### src/rtl/uart_receiver_fsm.sv
// 8E1 UART receiver: start, 8 data bits LSB first, even parity, one stop bit.
// Define UART_PARITY_CHECK_EN to drive parity_err; otherwise the parity slot is consumed and parity_err stays 0.
//
// state     | meaning
// IDLE      | line idle, waiting for a low level
// START     | confirming the start bit at its midpoint
// DATA      | shifting in 8 data bits
// PARITY    | consuming the parity bit slot
// STOP      | sampling the stop bit
// WAIT_IDLE | framing error seen, waiting for the line to return high
module uart_receiver_fsm #(
  parameter int unsigned CLKS_PER_BIT = 1
) (
  input  logic       clk,
  input  logic       rst,
  input  logic       Rxin,
  output logic [7:0] Dout,
  output logic       Dvalid,
  output logic       parity_err,
  output logic       frame_err,
  output logic       busy
);

  localparam int unsigned HALF      = (CLKS_PER_BIT - 1) / 2;
  localparam logic [7:0]  BIT_LAST  = 8'(CLKS_PER_BIT - 1);
  localparam logic [7:0]  HALF_LAST = 8'((HALF == 0) ? 0 : HALF - 1);

  typedef enum logic [2:0] {
    IDLE      = 3'd0,
    START     = 3'd1,
    DATA      = 3'd2,
    PARITY    = 3'd3,
    STOP      = 3'd4,
    WAIT_IDLE = 3'd5
  } state_t;

  state_t     state_q, state_d;
  logic [7:0] cnt_q, cnt_d;
  logic [2:0] bit_q, bit_d;
  logic [7:0] shift_q, shift_d;
  logic [7:0] dout_q, dout_d;
  logic       dvalid_q, dvalid_d;
  logic       ferr_q, ferr_d;
  logic       tick;

  // cnt_q is a down-counter to the next sample point; zero means sample now
  assign tick = (cnt_q == 8'd0);

  always_ff @(posedge clk) begin
    if (rst) begin
      state_q  <= IDLE;
      cnt_q    <= 8'd0;
      bit_q    <= 3'd0;
      shift_q  <= 8'd0;
      dout_q   <= 8'd0;
      dvalid_q <= 1'b0;
      ferr_q   <= 1'b0;
    end else begin
      state_q  <= state_d;
      cnt_q    <= cnt_d;
      bit_q    <= bit_d;
      shift_q  <= shift_d;
      dout_q   <= dout_d;
      dvalid_q <= dvalid_d;
      ferr_q   <= ferr_d;
    end
  end

  always_comb begin
    state_d  = state_q;
    cnt_d    = cnt_q;
    bit_d    = bit_q;
    shift_d  = shift_q;
    dout_d   = dout_q;
    dvalid_d = 1'b0;
    ferr_d   = 1'b0;
    case (state_q)
      IDLE: begin
        if (!Rxin) begin
          bit_d = 3'd0;
          // with HALF=0 the detection edge already is the start-bit midpoint
          if (HALF == 0) begin
            state_d = DATA;
            cnt_d   = BIT_LAST;
          end else begin
            state_d = START;
            cnt_d   = HALF_LAST;
          end
        end
      end
      START: begin
        if (tick) begin
          if (!Rxin) begin
            state_d = DATA;
            cnt_d   = BIT_LAST;
          end else begin
            state_d = IDLE;
            cnt_d   = 8'd0;
          end
        end else begin
          cnt_d = cnt_q - 8'd1;
        end
      end
      DATA: begin
        if (tick) begin
          shift_d = {Rxin, shift_q[7:1]};
          cnt_d   = BIT_LAST;
          bit_d   = bit_q + 3'd1;
          if (bit_q == 3'd7) state_d = PARITY;
        end else begin
          cnt_d = cnt_q - 8'd1;
        end
      end
      PARITY: begin
        if (tick) begin
          cnt_d   = BIT_LAST;
          state_d = STOP;
        end else begin
          cnt_d = cnt_q - 8'd1;
        end
      end
      STOP: begin
        if (tick) begin
          cnt_d = 8'd0;
          if (Rxin) begin
            dout_d   = shift_q;
            dvalid_d = 1'b1;
            state_d  = IDLE;
          end else begin
            ferr_d  = 1'b1;
            state_d = WAIT_IDLE;
          end
        end else begin
          cnt_d = cnt_q - 8'd1;
        end
      end
      WAIT_IDLE: begin
        if (Rxin) state_d = IDLE;
      end
      default: begin
        state_d = IDLE;
        cnt_d   = 8'd0;
      end
    endcase
  end

`ifdef UART_PARITY_CHECK_EN
  logic par_q;
  logic perr_q;

  always_ff @(posedge clk) begin
    if (rst) begin
      par_q  <= 1'b0;
      perr_q <= 1'b0;
    end else begin
      if (state_q == PARITY && tick) par_q <= Rxin;
      // even parity: data plus parity bit must hold an even number of ones
      perr_q <= (state_q == STOP && tick && Rxin) ? ^{shift_q, par_q} : 1'b0;
    end
  end

  assign parity_err = perr_q;
`else
  assign parity_err = 1'b0;
`endif

  always_comb begin
    Dout      = dout_q;
    Dvalid    = dvalid_q;
    frame_err = ferr_q;
    busy      = (state_q != IDLE);
  end

endmodule

### config.mk
export PLATFORM = sky130hd
export DESIGN_NAME = uart_receiver_fsm
export DESIGN_NICKNAME = d
export VERILOG_FILES = /design/src/rtl/uart_receiver_fsm.sv
export SDC_FILE = /design/constraint.sdc
export NUM_CORES = 1
export LEC_CHECK = 0
export CAP_MARGIN = 20
export CORE_MARGIN = 3
export CORE_UTILIZATION = 45
export CTS_CLUSTER_DIAMETER = 150
export DETAILED_ROUTE_END_ITERATION = 10
export DONT_BUFFER_PORTS = 1
export PLACE_DENSITY = 0.61
export SLEW_MARGIN = 0
export SYNTH_ARGS = -nofsm -noshare
export SYNTH_HDL_FRONTEND = slang
export SYNTH_SLANG_ARGS = --single-unit
### constraint.sdc
create_clock -name clk -period 3.22 [get_ports clk]
set_clock_uncertainty 0.1 [all_clocks]
set_input_delay 0.161 -clock clk [delete_from_list [all_inputs] [get_ports clk]]
set_output_delay 0.161 -clock clk [all_outputs]
set_load 0.02 [all_outputs]
---- Yosys cells after proc, flatten, opt, wreduce, memory -nomap -nowiden ----
Index checks and enable logic that the tools add are counted.
storage, ports and cells
  input bits .............................. 3
  word-level logic and storage cells ...... 54
  flip-flop bits (word level) ............. 32
  output and inout bits ................... 12
operators by class
  reductions and logical operators ........ 11
  multiplexer cells ....................... 18
  equality and inequality tests ........... 13
  bitwise gates (word level) .............. 3
  add/sub/neg operators ................... 2
operator list
  cell                   count
  $mux W3                10
  $pmux W8 S3            1
  $pmux W3 S6            1
  $mux W8                2
  $ne A2 B2 Y1 const B   7
  $eq A3 B3 Y1 const B   3
  $logic_not A8 Y1       1
  $sub A8 B1 Y8 const B  1
  $reduce_and A7 Y1      1
  $eq A3 B2 Y1 const B   2
  $pmux W3 S2            1
  $reduce_and A3 Y1      2
  $reduce_and A2 Y1      2
  $reduce_or A4 Y1       1
  $add A3 B1 Y3 const B  1
  $eq A3 B1 Y1 const B   1
  $logic_not A3 Y1       1
  $not A1 Y1             3
  $reduce_bool A3 Y1     1
  $reduce_or A3 Y1       1
  $mux W1                2
  $mux W2                1
  $reduce_bool A2 Y1     1

---- Depth between registers and ports, before layout ----
  word-level depth ........................ 4
  mapped depth ............................ 7
  depth with buffers taken out ............ 6

---- Least setup slack after synthesis ----
No wires, ideal clock.
  path type ............................... register to register
  start point ............................. register cnt_q[2]
  end point ............................... register shift_q[0]
  arrival time ............................ 1.719 ns
  stages on the path, launching flop included .. 6
  clock period less this slack ............ 1.946 ns
  setup slack ............................. 1.274 ns
  library setup time ...................... 0.128 ns
  data required time ...................... 2.992 ns
  cells stage by stage .................... dfxtp_1 > or4_4 > nor4_2 > buf_4 > mux2i_1 > nor2_1
on the way
  cells in the longest elaborated chain, start to end .. 2
ends and longest elaborated chain
  what                         line  source
  start: declaration           38    logic [7:0] cnt_q, cnt_d;
  start signal: assignment     60    cnt_q <= cnt_d;
  $logic_not A8 Y1             47    assign tick = (cnt_q == 8'd0);
  $reduce_and A2 Y1 (no line)  --
  end signal: assignment       62    shift_q <= shift_d;
  end: declaration             40    logic [7:0] shift_q, shift_d;
No other way between the ends.
A chain may end at the register's enable or synchronous reset.

---- Worst setup path after layout ----
  start point ............................. register cnt_q[2]
  end point ............................... register cnt_q[1]
on the way
  cells in the longest elaborated chain, start to end .. 3
ends and longest elaborated chain
  what              line           source
  $logic_not A8 Y1  47
  $mux W8           105, 115, 123
  $pmux W8 S3       77             case (state_q)
No other way between the ends.

==> impl_metrics.json <==
{
  "outcome": "finished clean",
  "grt_max_degree": 33,
  "netlist_area_um2": 1453,
  "fin_setup_tns_ps": 0,
  "yosysSeqAreaShare_pct": 44.10,
  "nets": 161,
  "drv_cap": 0,
  "multi_input_area_um2": 759.5,
  "whs_path_depth": 2,
  "power_frac_clock_pct": 21.8,
  "min_period_ps": 2244,
  "finalSetupViolCount": 0,
  "antenna_found_initial": 0,
  "cts_tree": "built",
  "gr-usage-all-layers_pct": 15.09,
  "htreeDepth": 2,
  "numPortBuffers": 0,
  "wl_mm": 2.764,
  "timing.slew.headroom_pct": 51.22,
  "switching_share_pct": 38.15,
  "cp-startpoint": "cnt_q[2]",
  "syn_inst": 152,
  "cts-root-buf": "clkbuf_4",
  "initial_utilization_pct": 49.68,
  "path_clk_slew_ps": 110,
  "leakagePower_nw": 0.5747,
  "rsz0062_at_grt": "false",
  "yosysWarnings": 0,
  "num_io_pins": 15,
  "grt_pass1_vias": 1029,
  "vias_per_cell": 5.604,
  "clk_latency_ps": 330,
  "p_total_w": 0.001368,
  "post_synth_num_cell_types": 37,
  "dieArea_um2": 3946,
  "grt_first_pass_wirelength_mm": 4.678,
  "final_area_um2": 1595,
  "cellPowerDensity_nw_per_um2": 857.8,
  "drc": 0,
  "crit_path_end": "cnt_q[1]",
  "r2r_slack_ps": 980,
  "finalMaxSlewViolations": 0,
  "drtIter0Drc": 79,
  "cts_sinks": 32,
  "coreArea_um2": 2924,
  "worstRegToRegCells": 4,
  "synth_ff_type": "dfxtp_1",
  "dp_hpwl_mm": 1.861,
  "placed_area_um2": 1471,
  "regArea_um2": 640.6,
  "cts_inserted_buffers": 5,
  "ys_seq_elements": 32,
  "start_kind": "flop",
  "dieWidth_um": 62.82,
  "clockBufferDepth": 2,
  "fillers": 272,
  "routedWlPerCell_um": 14.03,
  "syn-num-nets": 159,
  "drt_first_pass_iters": 4,
  "comb_power_share_pct": 40.2,
  "worstPathArrival_ps": 2340,
  "p_int_w": 0.0008464,
  "drive_above_1_share_pct": 8.387,
  "fmax_mhz": 445.7,
  "worst_setup_path_end_kind": "flop",
  "place_congestion": 0.8581,
  "r2r-end": "cnt_q[1]",
  "async_reset_ff_share_pct": 0,
  "crit_fanout": 8,
  "die_h_um": 62.82,
  "area_growth_pct": 9.819,
  "hold_viol_final": 0,
  "numPlacedInstances": 186,
  "avgSynthCellArea_um2": 9.557,
  "r2r_start": "cnt_q[2]",
  "diodes": 0,
  "std_cell_rows": 19,
  "fin_crit_sh_pct": 69.68,
  "synth_edf_count": 0,
  "postLayoutCoreUtil_pct": 54.56,
  "stdcell_count": 197,
  "cts_resized": 0,
  "ir_drop_uv": 579.5,
  "via_count": 1104,
  "pwr-share-seq_pct": 38.0,
  "tightest_slew_ps": 728.3,
  "ant_nets": 0,
  "overflow": 0,
  "hp-class": "in -> reg",
  "required_ps": 3310,
  "p_sw_w": 0.0005221,
  "crit_type": "reg -> reg"
}
==> cells in the final DEF (no fill, tap or decap), types with 4 or more instances in the layout <==
master / count
a21oi_1: 4
clkbuf_4: 5
dfxtp_1: 32
ha_1: 4
mux2i_1: 16
nand2_1: 5
nand3b_1: 5
nand4_1: 4
nor2_1: 19
nor3_1: 10
xor2_1: 5
==> layout make-up <==
class                           count  share of cell area (%)
Inverter                            3                  0.7059
Tap cell                           42                   3.294
Multi-Input combinational cell    108                   47.61
Sequential cell                    32                   40.16
Clock inverter                      2                   2.196
Timing Repair Buffer                4                   3.451
Clock buffer                        6                   2.588
==> power groups by stage <==
| stage | sequential (W) | combinational, W | clock, W |
|---|---|---|---|
| floorplan | 0.000493 | 0.000477 | 0 |
| global placement | 0.000524 | 0.000521 | 0 |
| detailed placement | 0.000526 | 0.000537 | 0 |
| CTS | 0.000517 | 0.000550 | 0.000306 |
| global route | 0.000527 | 0.000615 | 0.000323 |
| finish | 0.000520 | 0.000550 | 0.000299 |
==> how the worst min path moves through the flow <==
stage	start	endpoint	slack, ps
after floorplan	Rxin	frame_err	140
after global placement	rst	bit_q[2]	130
after detailed placement	rst	state_q[2]	130
after CTS	Rxin	Dvalid	20
after global routing	Rxin	Dvalid	30
final	Rxin	Dvalid	20
==> cell families after synthesis <==
| kind of cell | share of synthesized area, % |
|---|---|
| xor+xnor | 4.221 |
| mux | 11.02 |
| flops | 44.10 |
| other cells | 0.2582 |
| simple gates | 25.58 |
| compound gates | 7.753 |
| buf+inv | 3.618 |
| fa+ha+maj | 3.445 |
==> repair_timing <==
action	4_1_cts	5_1_grt
hold endpoints to repair	32	0
setup buffers	0	0
hold buffers	2	0
setup endpoints to repair	0	0
==> worst max-delay path, cell delays in order, from the launching register on <==
cell	delay [ps]
dfxtp_1	380
nor4_1	560
nand3_1	270
a31oi_1	670
a2111oi_1	120
==> sequential cells by signal (all words and copies together), names as in the netlist <==
signal / count
state_q: 3
Dout: 8
cnt_q: 8
frame_err: 1
bit_q: 3
shift_q: 8
Dvalid: 1
==> cell usage after synthesis (2+ instances only) <==
library cell / n / area share (%)
buf_4: 2 / 1.0
xnor2_1: 2 / 1.2
nor2b_1: 2 / 0.86
mux2i_1: 16 / 11
inv_1: 3 / 0.78
nor3_1: 10 / 3.4
nand2b_1: 3 / 1.3
and3_1: 2 / 0.86
a2111oi_0: 2 / 1.2
o21ai_0: 3 / 1.0
nand2_1: 5 / 1.3
clkbuf_1: 7 / 1.8
or3_1: 3 / 1.3
nand4_1: 4 / 1.7
a21oi_1: 4 / 1.4
nand3b_1: 5 / 2.6
nand3_1: 2 / 0.69
nor2_1: 19 / 4.9
xor2_1: 5 / 3.0
dfxtp_1: 32 / 44
nor4_1: 2 / 0.86
ha_1: 4 / 3.4
==> per-stage QoR <==
step                      hold slack (ps)  setup slack (ps)
after global placement              132.9              1132
after floorplan                     138.9              1274
after CTS                           17.64             970.4
final                               15.93             976.3
after detailed placement            134.8             998.2
after global routing                27.97             757.8
==> per-layer routing <==
metal  up-vias  track usage, %  part of all wire [%]
met5         -               0                     0
met4         0           7.713                   1.1
met3         5           5.755                   6.5
met2        30           22.24                    46
met1       519           19.05                    46
li1        550               -                     -
No activity file was read; power rests on OpenSTA's default activity.
